`src/rtl/barret_1409_rr_sched.sv`:
```
// barret_1409_rr_sched: round-robin arbiter feeding one shared Barrett mod-1409 reducer through a two-stage pipeline
module barret_1409_rr_sched #(
    parameter int NUM_REQ = 4,
    parameter int ID_W    = 2,
    parameter int DIN_W   = 21,
    parameter int DOUT_W  = 11,
    parameter int PRIME   = 1409
) (
    input  logic                     clk,
    input  logic                     rst,
    input  logic [NUM_REQ-1:0]       req_valid,
    input  logic [NUM_REQ*DIN_W-1:0] req_data,
    output logic [NUM_REQ-1:0]       req_ready,
    output logic [DIN_W-1:0]         red_a,
    input  logic [DOUT_W-1:0]        red_r,
    output logic                     rsp_valid,
    input  logic                     rsp_ready,
    output logic [DOUT_W-1:0]        rsp_data,
    output logic [ID_W-1:0]          rsp_id,
    output logic                     rsp_err,
    output logic                     busy
);
    logic              s1_valid, s1_err, s2_adv, s1_load, gnt_any;
    logic [DIN_W-1:0]  s1_a, gnt_a;
    logic [ID_W-1:0]   s1_id, rr_ptr, gnt_id, idx;

    assign s2_adv  = s1_valid & (~rsp_valid | rsp_ready);
    assign s1_load = ~s1_valid | s2_adv;

    // Scan from the highest offset down so the requester nearest rr_ptr wins.
    always_comb begin
        gnt_any = 1'b0;
        gnt_id  = '0;
        idx     = '0;
        for (int k = NUM_REQ - 1; k >= 0; k--) begin
            idx = rr_ptr + ID_W'(k);
            if (req_valid[idx]) begin
                gnt_any = 1'b1;
                gnt_id  = idx;
            end
        end
    end

    assign gnt_a     = req_data[gnt_id*DIN_W +: DIN_W];
    assign req_ready = (s1_load & gnt_any & ~rst) ? NUM_REQ'(1) << gnt_id : '0;
    assign red_a     = s1_a;
    assign busy      = s1_valid | rsp_valid;

    always_ff @(posedge clk) begin
        if (rst) begin
            s1_valid  <= 1'b0;
            s1_a      <= '0;
            s1_id     <= '0;
            s1_err    <= 1'b0;
            rr_ptr    <= '0;
            rsp_valid <= 1'b0;
            rsp_data  <= '0;
            rsp_id    <= '0;
            rsp_err   <= 1'b0;
        end else begin
            if (s1_load) begin
                s1_valid <= gnt_any;
                if (gnt_any) begin
                    s1_a   <= gnt_a;
                    s1_id  <= gnt_id;
                    s1_err <= gnt_a >= DIN_W'(PRIME * PRIME);
                    rr_ptr <= gnt_id + ID_W'(1);
                end
            end
            if (s2_adv) begin
                rsp_valid <= 1'b1;
                rsp_data  <= red_r;
                rsp_id    <= s1_id;
                rsp_err   <= s1_err;
            end else if (rsp_valid & rsp_ready) begin
                rsp_valid <= 1'b0;
            end
        end
    end
endmodule

```
`config.mk`:
```
export PLATFORM = sky130hd
export DESIGN_NAME = barret_1409_rr_sched
export DESIGN_NICKNAME = d
export VERILOG_FILES = /design/src/rtl/barret_1409_rr_sched.sv
export SDC_FILE = /design/constraint.sdc
export NUM_CORES = 1
export LEC_CHECK = 0
export CAP_MARGIN = 20
export CORE_MARGIN = 5
export CORE_UTILIZATION = 39
export DETAILED_ROUTE_END_ITERATION = 8
export PLACE_DENSITY_LB_ADDON = 0.15
export SKIP_LAST_GASP = 1
export SLEW_MARGIN = 20
export SYNTH_ARGS = -nofsm -noshare
export SYNTH_HDL_FRONTEND = slang
export SYNTH_SLANG_ARGS = --single-unit
```
`constraint.sdc`:
```
create_clock -name clk -period 4.04 [get_ports clk]
set_clock_uncertainty 0.2 [all_clocks]
set_input_delay 0.808 -clock clk [delete_from_list [all_inputs] [get_ports clk]]
set_output_delay 0.808 -clock clk [all_outputs]
set_load 0.01 [all_outputs]
```
==> out/summary.txt, run 1 <==
Chip width - 91.2 um
Tightest Pin Transition - 0.903 ns
DR pass1 iterations - 4
Avg Cell Area, Syn - 7.42 um^2
Post-route cell area - 4210 um^2
Die area - 8310 um^2
Most common cell on crit path - clkdlybuf4s50_1
Clk Latency, worst-skew pair - 0.29 ns
Nets - 596
Final Util - 65.9%
DRC Markers - 0
Crit path time final - 3.98 ns
Initial antenna violation count - 0
Iteration-0 DRC Markers - 120
Reg area - 841 um^2
Setup crit start kind - input pin
RSZ-0062 raised after global routing - true
Slowest cell on the critical path - or4b_4
Max Fclk - 251 MHz
Grt ovf - 0
Synthesized flop and latch total - 42
Clk sink count - 42
Crit-path cells - clkdlybuf4s50_1 > nor2b_2 > or4b_4 > nand2_8 > inv_2 > ha_1 > nor3b_1 > clkdlybuf4s50_1
Crit path max fanout - 5
Slew Viols, Final - 0
Crit end category - primary output
Gr usage total - 20.3%
CTS Buffer Depth - 2
Detail Placement HPWL - 6.80 mm
Worst Setup EP - req_ready[2]
Clock transition at path regs - 0.07 ns
R2R Path Start - rr_ptr[1]
Status - completed
Cell family with most CP delay - buffers and inverters
Worst VDD drop - 0.334 mV
R2R Setup Slk - 0.89 ns
WL/cell - 15.2 um
Yosys warnings - 0
Crit share post-route - 98.4%
Share of layout cells above drive strength 1 - 9.57%
P per Cell Area - 379 nW/um^2
Buf+Inv Stages, Crit Path - 3
Syn nets - 452
CP Class - in -> out
Req. time, crit path - 3.03 ns
DP Cell Count - 560
CTS root buffer - clkbuf_8
Setup violators final - 0
Leak Pwr - 1.68 nW
# port buffers - 142
Worst Reg-to-Reg Cells - 8
Filler instances - 584
ANT cells - 0
Worst setup margin - 0.0633 ns
Multi-input gate area - 1560 um^2
Post-place setup slack - -0.168 ns
Hold-fix buffers, CTS - 0
Global-route wire length before repair - 14.2 mm
Core box area - 6390 um^2
Fin. Hold Viols - 0
CTS buffer count - 5
Setup bufs post-CTS - 0
H-tree Lvls - 2
GPL Wtd Cong - 0.912
Setup TNS - 0 ns
RR Endpoint - s1_err
Number of global-route vias before repair - 2975
Row count - 29
Detail-routed via count per cell - 5.26
Hold Path Class - reg -> reg
Crit path DAT - 2.97 ns
Die height - 91.2 um
Area growth from synthesis to layout - 63.8%
Levels on crit path - 8
Via count - 2986
Initial core utilization - 40.2%
Seq/Total Area, Yosys - 32.7%
Crit path launch - req_valid[2]
Unique masters post-synth - 43
Final Non-Filler Cells - 568
Max-slew headroom - 39.7%
Routed WL - 8.63 mm
Largest net degree at the start of global routing - 34
Maxcap violations - 0
Mapped cell area - 2570 um^2
Post-route ant nets - 0
Cells after Synth - 346
# IOs - 143
DP Area - 4070 um^2
Critical path's largest stage delay - 0.58 ns
CTS tree - built
## state kept, by name, indices dropped and copies added, names as in the netlist
register / count
red_a: 21
rsp_data: 11
rr_ptr: 2
rsp_id: 2
s1_id: 2
rsp_err: 1
rsp_valid: 1
s1_err: 1
s1_valid: 1
## worst register-to-register path, cell delays in order (launching register included)
cell and delay, ns:
dfxtp_1 0.58, or4b_4 0.57, buf_4 0.24, and3_1 0.19, a211oi_1 0.28, a31oi_1 0.10
or4_1 0.54, o2111ai_1 0.23, a211oi_1 0.10
## cell usage in the layout (no fill, tap or decap), types with 2 or more instances in the layout
master	instances
or3_1	2
nand3_1	8
a22oi_1	4
nor2b_1	5
inv_2	2
nor4_1	5
a211oi_1	14
nor2_1	9
clkbuf_8	5
o21bai_1	2
a221oi_1	4
dlygate4sd2_1	2
and3_1	14
buf_4	21
nand2_1	106
nor3b_1	8
clkdlybuf4s50_1	138
a21bo_1	4
clkbuf_1	2
or4_1	2
a211oi_2	4
ha_1	4
nand2b_1	2
dfxtp_1	42
a21oi_1	47
a32oi_1	4
a31oi_1	10
## cell type report
class | count | share of cell area, %
Sequential cell | 42 | 20.0
Timing Repair Buffer | 164 | 37.9
Multi-Input combinational cell | 275 | 37.1
Inverter | 2 | 0.178
Tap cell | 77 | 2.29
Clock inverter | 1 | 0.714
Clock buffer | 7 | 1.81
## through the flow
stage	power, mW	hold slack [ns]
2_1_floorplan	0.956	0.232
3_3_place_gp	1.26	0.238
3_5_place_dp	1.28	0.246
4_1_cts	1.60	0.256
5_1_grt	1.70	0.274
6_report	1.60	0.254
## synthesized netlist by cell type (all sizes together)
library cell,instances,share of area [%]
a211o,1,0.34
a211oi,18,6.0
a21bo,4,1.6
a21oi,48,9.4
a221oi,4,1.4
a22oi,4,1.2
a31o,1,0.34
a31oi,10,2.4
a32oi,4,1.4
and3,15,3.8
and4b,1,0.39
buf,18,6.1
clkbuf,9,1.3
dfxtp,42,33
ha,4,1.9
inv,2,0.29
nand2,108,17
nand2b,2,0.49
nand3,8,1.6
nand4,1,0.24
nor2,10,1.6
nor2b,6,1.6
nor3,1,0.39
nor3b,8,2.3
nor4,5,1.2
o2111ai,1,0.34
o21bai,2,0.58
o22ai,1,0.24
o311a,1,0.39
or2,1,0.24
or3,2,0.49
or4,3,0.88
or4b,1,0.39
## how the worst min path moves through the flow
stage               depth (start not counted)   endpoint       from
floorplan                                   2  rsp_id[1]   s1_id[1]
global placement                            2  rsp_id[0]   s1_id[0]
detailed placement                          2   red_a[7]   red_a[7]
CTS                                         2   red_a[7]   red_a[7]
global route                                2   red_a[0]   red_a[0]
finish                                      2  red_a[10]  red_a[10]
## layer usage
layer	wire, um	vias to the layer above	track usage (%)
li1	-	1513	-
met1	3610	1346	25.7
met2	4240	112	34.9
met3	585	15	3.31
met4	194	0	6.72
met5	0	-	0
## what timing repair did
item	4_1_cts	5_1_grt
cloned	0	0
setup endpoints to repair	4	2
resized for setup	5	2
## logic make-up (layout without fill, tap and decap cells)
logic type / Yosys count / after routing / share of synthesized area [%]
DFF: 42 / 42 / 32.7
buffers and inverters: 29 / 174 / 7.70
AOI/OAI and AO/OA: 99 / 99 / 25.5
adders and majority gates: 4 / 4 / 1.95
and+or+nand+nor: 172 / 172 / 32.1
## power by group
part	internal (mW)	leakage [nW]	switching, mW
logic	0.386	1.28	0.369
clock network	0.185	0.0524	0.139
registers	0.475	0.348	0.0421
Power figures use the tool's default switching activity.
==> run 2, diff against run 1 <==
Settings changed: CORE_UTILIZATION 39 to 60, DONT_BUFFER_PORTS set to 1.
==> out/summary.txt, run 2 (synthesis results as in run 1) <==
Worst hold stages - 2 (unchanged)
Core box area - 4090 um^2 (was 6390 um^2)
Setup violators final - 0 (unchanged)
Worst Reg-to-Reg Cells - 8 (unchanged)
Number of global-route vias before repair - 2158 (was 2975)
CTS tree - built (unchanged)
Detail Placement HPWL - 5.25 mm (was 6.80 mm)
Share of layout cells above drive strength 1 - 10.0% (was 9.57%)
Crit share post-route - 88.8% (was 98.4%)
Crit end category - primary output (unchanged)
ANT cells - 0 (unchanged)
Combinational group share of total power - 36.2% (was 47.3%)
Net switching power figure - 496 uW (was 550 uW)
DRC Markers - 0 (unchanged)
Setup TNS - 0 ns (unchanged)
Clk Latency, worst-skew pair - 0.29 ns (about the same)
Net Sw Frac - 38.3% (was 34.5%)
Buf+Inv Stages, Crit Path - 2 (was 3)
Area growth from synthesis to layout - 2.39% (was 63.8%)
Req. time, crit path - 3.03 ns (about the same)
Max-slew headroom - 38.7% (was 39.7%)
Die height - 75.4 um (was 91.2 um)
Seq pwr share - 42.4% (was 32.4%)
CTS buffer count - 5 (unchanged)
Levels on crit path - 7 (was 8)
Slew Viols, Final - 0 (unchanged)
Routed WL - 6.86 mm (was 8.63 mm)
Clock power share - 21.5% (was 20.3%)
Hold-fix buffers, CTS - 0 (unchanged)
Hold Path Class - reg -> reg (unchanged)
Internal power - 799 uW (was 1.05 mW)
Row count - 23 (was 29)
Via count - 2491 (was 2986)
Post-place setup slack - 0.383 ns (was -0.168 ns)
Tightest Pin Transition - 0.918 ns (was 0.903 ns)
Leak Pwr - 1.05 nW (was 1.68 nW)
Max Fclk - 279 MHz (was 251 MHz)
Cell family with most CP delay - simple AND/OR/NAND/NOR gates (was buffers and inverters)
Global-route wire length before repair - 10.3 mm (was 14.2 mm)
GPL Wtd Cong - 0.859 (was 0.912)
Initial antenna violation count - 0 (unchanged)
RSZ-0062 raised after global routing - false (was true)
H-tree Lvls - 2 (unchanged)
Fin. Hold Viols - 0 (unchanged)
Maxcap violations - 0 (unchanged)
Critical path's largest stage delay - 0.76 ns (was 0.58 ns)
Largest net degree at the start of global routing - 47 (was 34)
Setup bufs post-CTS - 0 (unchanged)
Slowest cell on the critical path - or4b_1 (was or4b_4)
Clk sink count - 42 (unchanged)
DR pass1 iterations - 4 (unchanged)
Crit path DAT - 2.58 ns (was 2.97 ns)
Setup crit start kind - input pin (unchanged)
Status - completed (unchanged)
CTS resizes - 0 (was 5)
CP Class - in -> out (unchanged)
Chip width - 75.4 um (was 91.2 um)
WL/cell - 17.6 um (was 15.2 um)
P per Cell Area - 492 nW/um^2 (was 379 nW/um^2)
Nets - 444 (was 596)
Die area - 5690 um^2 (was 8310 um^2)
Worst VDD drop - 0.237 mV (was 0.334 mV)
Crit path time final - 3.59 ns (was 3.98 ns)
Most frequent cells in the layout - nand2_1 (106), a21oi_1 (47), dfxtp_1 (42) (was clkdlybuf4s50_1 (138), nand2_1 (106), a21oi_1 (47))
Commonest non-fill, non-tap cell in the layout - nand2_1 (was clkdlybuf4s50_1)
Max reg flops - 21 (unchanged)
CTS root buffer - clkbuf_8 (unchanged)
# port buffers - 0 (was 142)
# IOs - 143 (unchanged)
Grt ovf - 0 (unchanged)
Clock transition at path regs - 0.07 ns (about the same)
Gr usage total - 23.2% (was 20.3%)
Worst setup margin - 0.451 ns (was 0.0633 ns)
CTS Buffer Depth - 2 (unchanged)
Post-route ant nets - 0 (unchanged)
Crit-path cells - nor2b_2 > or4b_1 > nand2_8 > inv_2 > ha_1 > nor3b_1 > buf_4 (was clkdlybuf4s50_1 > nor2b_2 > or4b_4 > nand2_8 > inv_2 > ha_1 > nor3b_1 > clkdlybuf4s50_1)
Crit path max fanout - 13 (was 5)
Detail-routed via count per cell - 6.40 (was 5.26)
Initial core utilization - 62.9% (was 40.2%)
Iteration-0 DRC Markers - 141 (was 120)
[run 2: power groups by stage]
stage               Combinational (mW)  Sequential, mW  Clock, mW
floorplan                        0.418           0.537          0
global placement                 0.458           0.558          0
detailed placement               0.463           0.560          0
CTS                              0.464           0.550      0.284
global route                     0.526           0.558      0.302
finish                           0.469           0.548      0.278
[run 2: routing by layer]
layer / part of all wire (%) / GRT usage (%) / up-vias
met2: 48 / 38.6 / 125
met1: 40 / 28.9 / 1141
li1: - / - / 1216
met3: 11 / 7.52 / 9
met5: 0 / 0 / -
met4: 1.2 / 6.02 / 0
[run 2: through the flow]
step	hold WS [ns]	utilization [%]	instances	power (mW)	area, um^2
6_report	0.253	64.4	389	1.29	2630
5_1_grt	0.281	64.4	389	1.39	2630
4_1_cts	0.256	64.1	388	1.30	2620
3_5_place_dp	0.241	61.8	380	1.02	2530
3_3_place_gp	0.234	61.8	380	1.02	2530
2_1_floorplan	0.232	-	346	0.956	2570
[run 2: worst paths after layout]
| path | start | endpoint | slack (ns) |
|---|---|---|---|
| hold reg to reg | s1_id[0] | rsp_id[0] | 0.25 |
| hold / removal | s1_id[0] | rsp_id[0] | 0.25 |
| setup / recovery | req_valid[2] | req_ready[0] | 0.45 |
| setup reg to reg | rr_ptr[1] | s1_err | 0.82 |
[run 2: worst reg2reg max path, cell delays in order (launching register included)]
cell and delay [ns]:
dfxtp_1 0.55, or4b_1 0.72, nand2_8 0.19, buf_4 0.31
a21oi_1 0.12, a22oi_1 0.36, a21oi_1 0.13, o311a_1 0.36
a211oi_1 0.19
[run 2: cell type report]
type	instances	area, um^2
fill	393	1460
inverter	2	7.51
clock buffer	7	86.3
clock inverter	1	5.00
sequential	42	841
multi-input combinational	275	1530
timing repair buffer	12	93.8
tap	50	62.6
==> run 3, diff against run 2 <==
Settings changed: CORE_UTILIZATION 60 to 57.
Clock period 4.04 ns to 2.9 ns, I/O delays scaled along.
==> out/summary.txt, run 3 (synthesis results as in run 1) <==
Worst Setup EP - req_ready[1] (was req_ready[0])
Grt ovf - 0 (unchanged)
# IOs - 143 (unchanged)
Die area - 5950 um^2 (was 5690 um^2)
Most common cell on crit path - buf_12
Post-route cell area - 3140 um^2 (was 2630 um^2)
CTS root buffer - clkbuf_8 (unchanged)
Crit path launch - req_valid[2] (unchanged)
Hold-fix buffers, CTS - 0 (unchanged)
CTS tree - built (unchanged)
Gr usage total - 24.4% (was 23.2%)
Hold Path Class - in -> reg (was reg -> reg)
Clk Latency, worst-skew pair - 0.30 ns (was 0.29 ns)
Leak Pwr - 1.32 nW (was 1.05 nW)
Req. time, crit path - 2.12 ns (was 3.03 ns)
Cell family with most CP delay - simple AND/OR/NAND/NOR gates (unchanged)
Commonest non-fill, non-tap cell in the layout - nand2_1 (unchanged)
Detail-routed via count per cell - 6.02 (was 6.40)
Crit share post-route - 97.8%
Initial core utilization - 59.0% (was 62.9%)
Largest net degree at the start of global routing - 47 (unchanged)
DR pass1 iterations - 4 (unchanged)
Clk sink count - 42 (unchanged)
Detail Placement HPWL - 5.92 mm (was 5.25 mm)
Max reg flops - 21 (unchanged)
Worst VDD drop - 0.391 mV (was 0.237 mV)
Global-route wire length before repair - 12.1 mm (was 10.3 mm)
Max Fclk - 353 MHz
Buf+Inv Stages, Crit Path - 2 (unchanged)
RSZ-0062 raised after global routing - true (was false)
P per Cell Area - 726 nW/um^2 (was 492 nW/um^2)
Most frequent cells in the layout - nand2_1 (106), buf_4 (50), a21oi_1 (47) (was nand2_1 (106), a21oi_1 (47), dfxtp_1 (42))
Via count - 2611 (was 2491)
Setup crit start kind - input pin (unchanged)
Top Usage Layer GRT - met2 (unchanged)
Post-route ant nets - 0 (unchanged)
Crit path DAT - 2.06 ns (was 2.58 ns)
Filler instances - 353 (was 393)
Levels on crit path - 7 (unchanged)
ANT cells - 0 (unchanged)
Clock transition at path regs - 0.08 ns (was 0.07 ns)
Worst Reg-to-Reg Cells - 10 (was 8)
DP Area - 2870 um^2 (was 2530 um^2)
Number of global-route vias before repair - 2566 (was 2158)
GR met3 Demand/Resource - 5.15% (was 7.52%)
CTS Buffer Depth - 2 (unchanged)
CP Class - in -> out (unchanged)
Core box area - 4350 um^2 (was 4090 um^2)
Status - completed (unchanged)
Met2 Usage GRT - 40.8% (was 38.6%)
Crit path time final - 2.84 ns
Chip width - 77.1 um (was 75.4 um)
RR Endpoint - s1_err (unchanged)
Tightest Pin Transition - 0.874 ns (was 0.918 ns)
R2R Setup Slk - 0.09 ns (was 0.82 ns)
Crit-path cells - nor2b_1 > or4_4 > buf_12 > nand2_8 > buf_12 > ha_1 > nor3b_4 (was nor2b_2 > or4b_1 > nand2_8 > inv_2 > ha_1 > nor3b_1 > buf_4)
Routed WL - 7.67 mm (was 6.86 mm)
Row count - 24 (was 23)
Iteration-0 DRC Markers - 107 (was 141)
H-tree Lvls - 2 (unchanged)
Critical path's largest stage delay - 0.53 ns (was 0.76 ns)
Area growth from synthesis to layout - 22.1% (was 2.39%)
Slowest cell on the critical path - or4_4 (was or4b_1)
# port buffers - 0 (unchanged)
GPL Wtd Cong - 0.875 (was 0.859)
Nets - 487 (was 444)
DRC Markers - 0 (unchanged)
GRT met1 Usage - 29.7% (was 28.9%)
Die height - 77.1 um (was 75.4 um)
Setup violators final - 0 (unchanged)
Final Util - 72.0% (was 64.4%)
Fin. Hold Viols - 0 (unchanged)
Hold WS - 0.143 ns (was 0.253 ns)
Crit path max fanout - 13 (unchanged)
R2R Path Start - rr_ptr[0] (was rr_ptr[1])
CTS buffer count - 5 (unchanged)
WL/cell - 17.7 um (was 17.6 um)
Maxcap violations - 0 (unchanged)
Max-slew headroom - 41.6% (was 38.7%)
Initial antenna violation count - 0 (unchanged)
Slew Viols, Final - 0 (unchanged)
Setup TNS - 0 ns (unchanged)
Share of layout cells above drive strength 1 - 24.3% (was 10.0%)
Crit end category - primary output (unchanged)
run 3: worst min-delay path by stage:
stage,startpoint,end,slack [ns],cells past startpoint
4_1_cts,rst,s1_valid,0.13,1
6_report,rst,s1_valid,0.14,1
2_1_floorplan,s1_id[1],rsp_id[1],0.23,2
5_1_grt,rst,rsp_data[0],0.12,1
3_5_place_dp,s1_id[1],s1_id[1],0.24,2
3_3_place_gp,s1_id[0],rsp_id[0],0.24,2
run 3: per-stage QoR:
| step | power, mW | setup slack, ns | std cells |
|---|---|---|---|
| floorplan | 1.34 | 0.00234 | 346 |
| global placement | 1.62 | -0.128 | 420 |
| detailed placement | 1.64 | -0.170 | 420 |
| CTS | 2.22 | 0.00968 | 429 |
| global route | 2.42 | -0.0416 | 434 |
| finish | 2.28 | 0.0640 | 434 |
run 3: routing by layer:
metal | up-vias | wire length [um]
li1 | 1295 | -
met4 | 0 | 168
met3 | 15 | 655
met5 | - | 0
met1 | 1176 | 3150
met2 | 125 | 3700
run 3: worst reg2reg max path, stage by stage, from the launching register on:
cell and delay [ns]:
dfxtp_4 0.38, nor2b_4 0.04, or4b_4 0.51, buf_6 0.15, buf_4 0.16, and3_1 0.17, a211oi_2 0.19, a31oi_1 0.09
or4_4 0.55, o2111ai_2 0.17, a211oi_1 0.08
run 3: power by group:
group | internal (mW) | switching, mW | total, mW
Combinational | 0.475 | 0.479 | 0.955
Sequential | 0.663 | 0.0968 | 0.760
Clock | 0.367 | 0.197 | 0.564
run 3: layout make-up:
type / instances / area, um^2 / area share [%]
Sequential cell: 42 / 845 / 26.9
Clock inverter: 2 / 60.1 / 1.91
Multi-Input combinational cell: 275 / 1610 / 51.5
Timing Repair Buffer: 55 / 458 / 14.6
Clock buffer: 6 / 82.6 / 2.63
Tap cell: 52 / 65.1 / 2.07
Inverter: 2 / 12.5 / 0.399
run 3: repair_timing:
action / in CTS / in global routing
setup buffers: 1 / 5
pin swaps: 0 / 3
gates cloned: 0 / 0
setup endpoints to repair: 4 / 5
resized for setup: 4 / 16
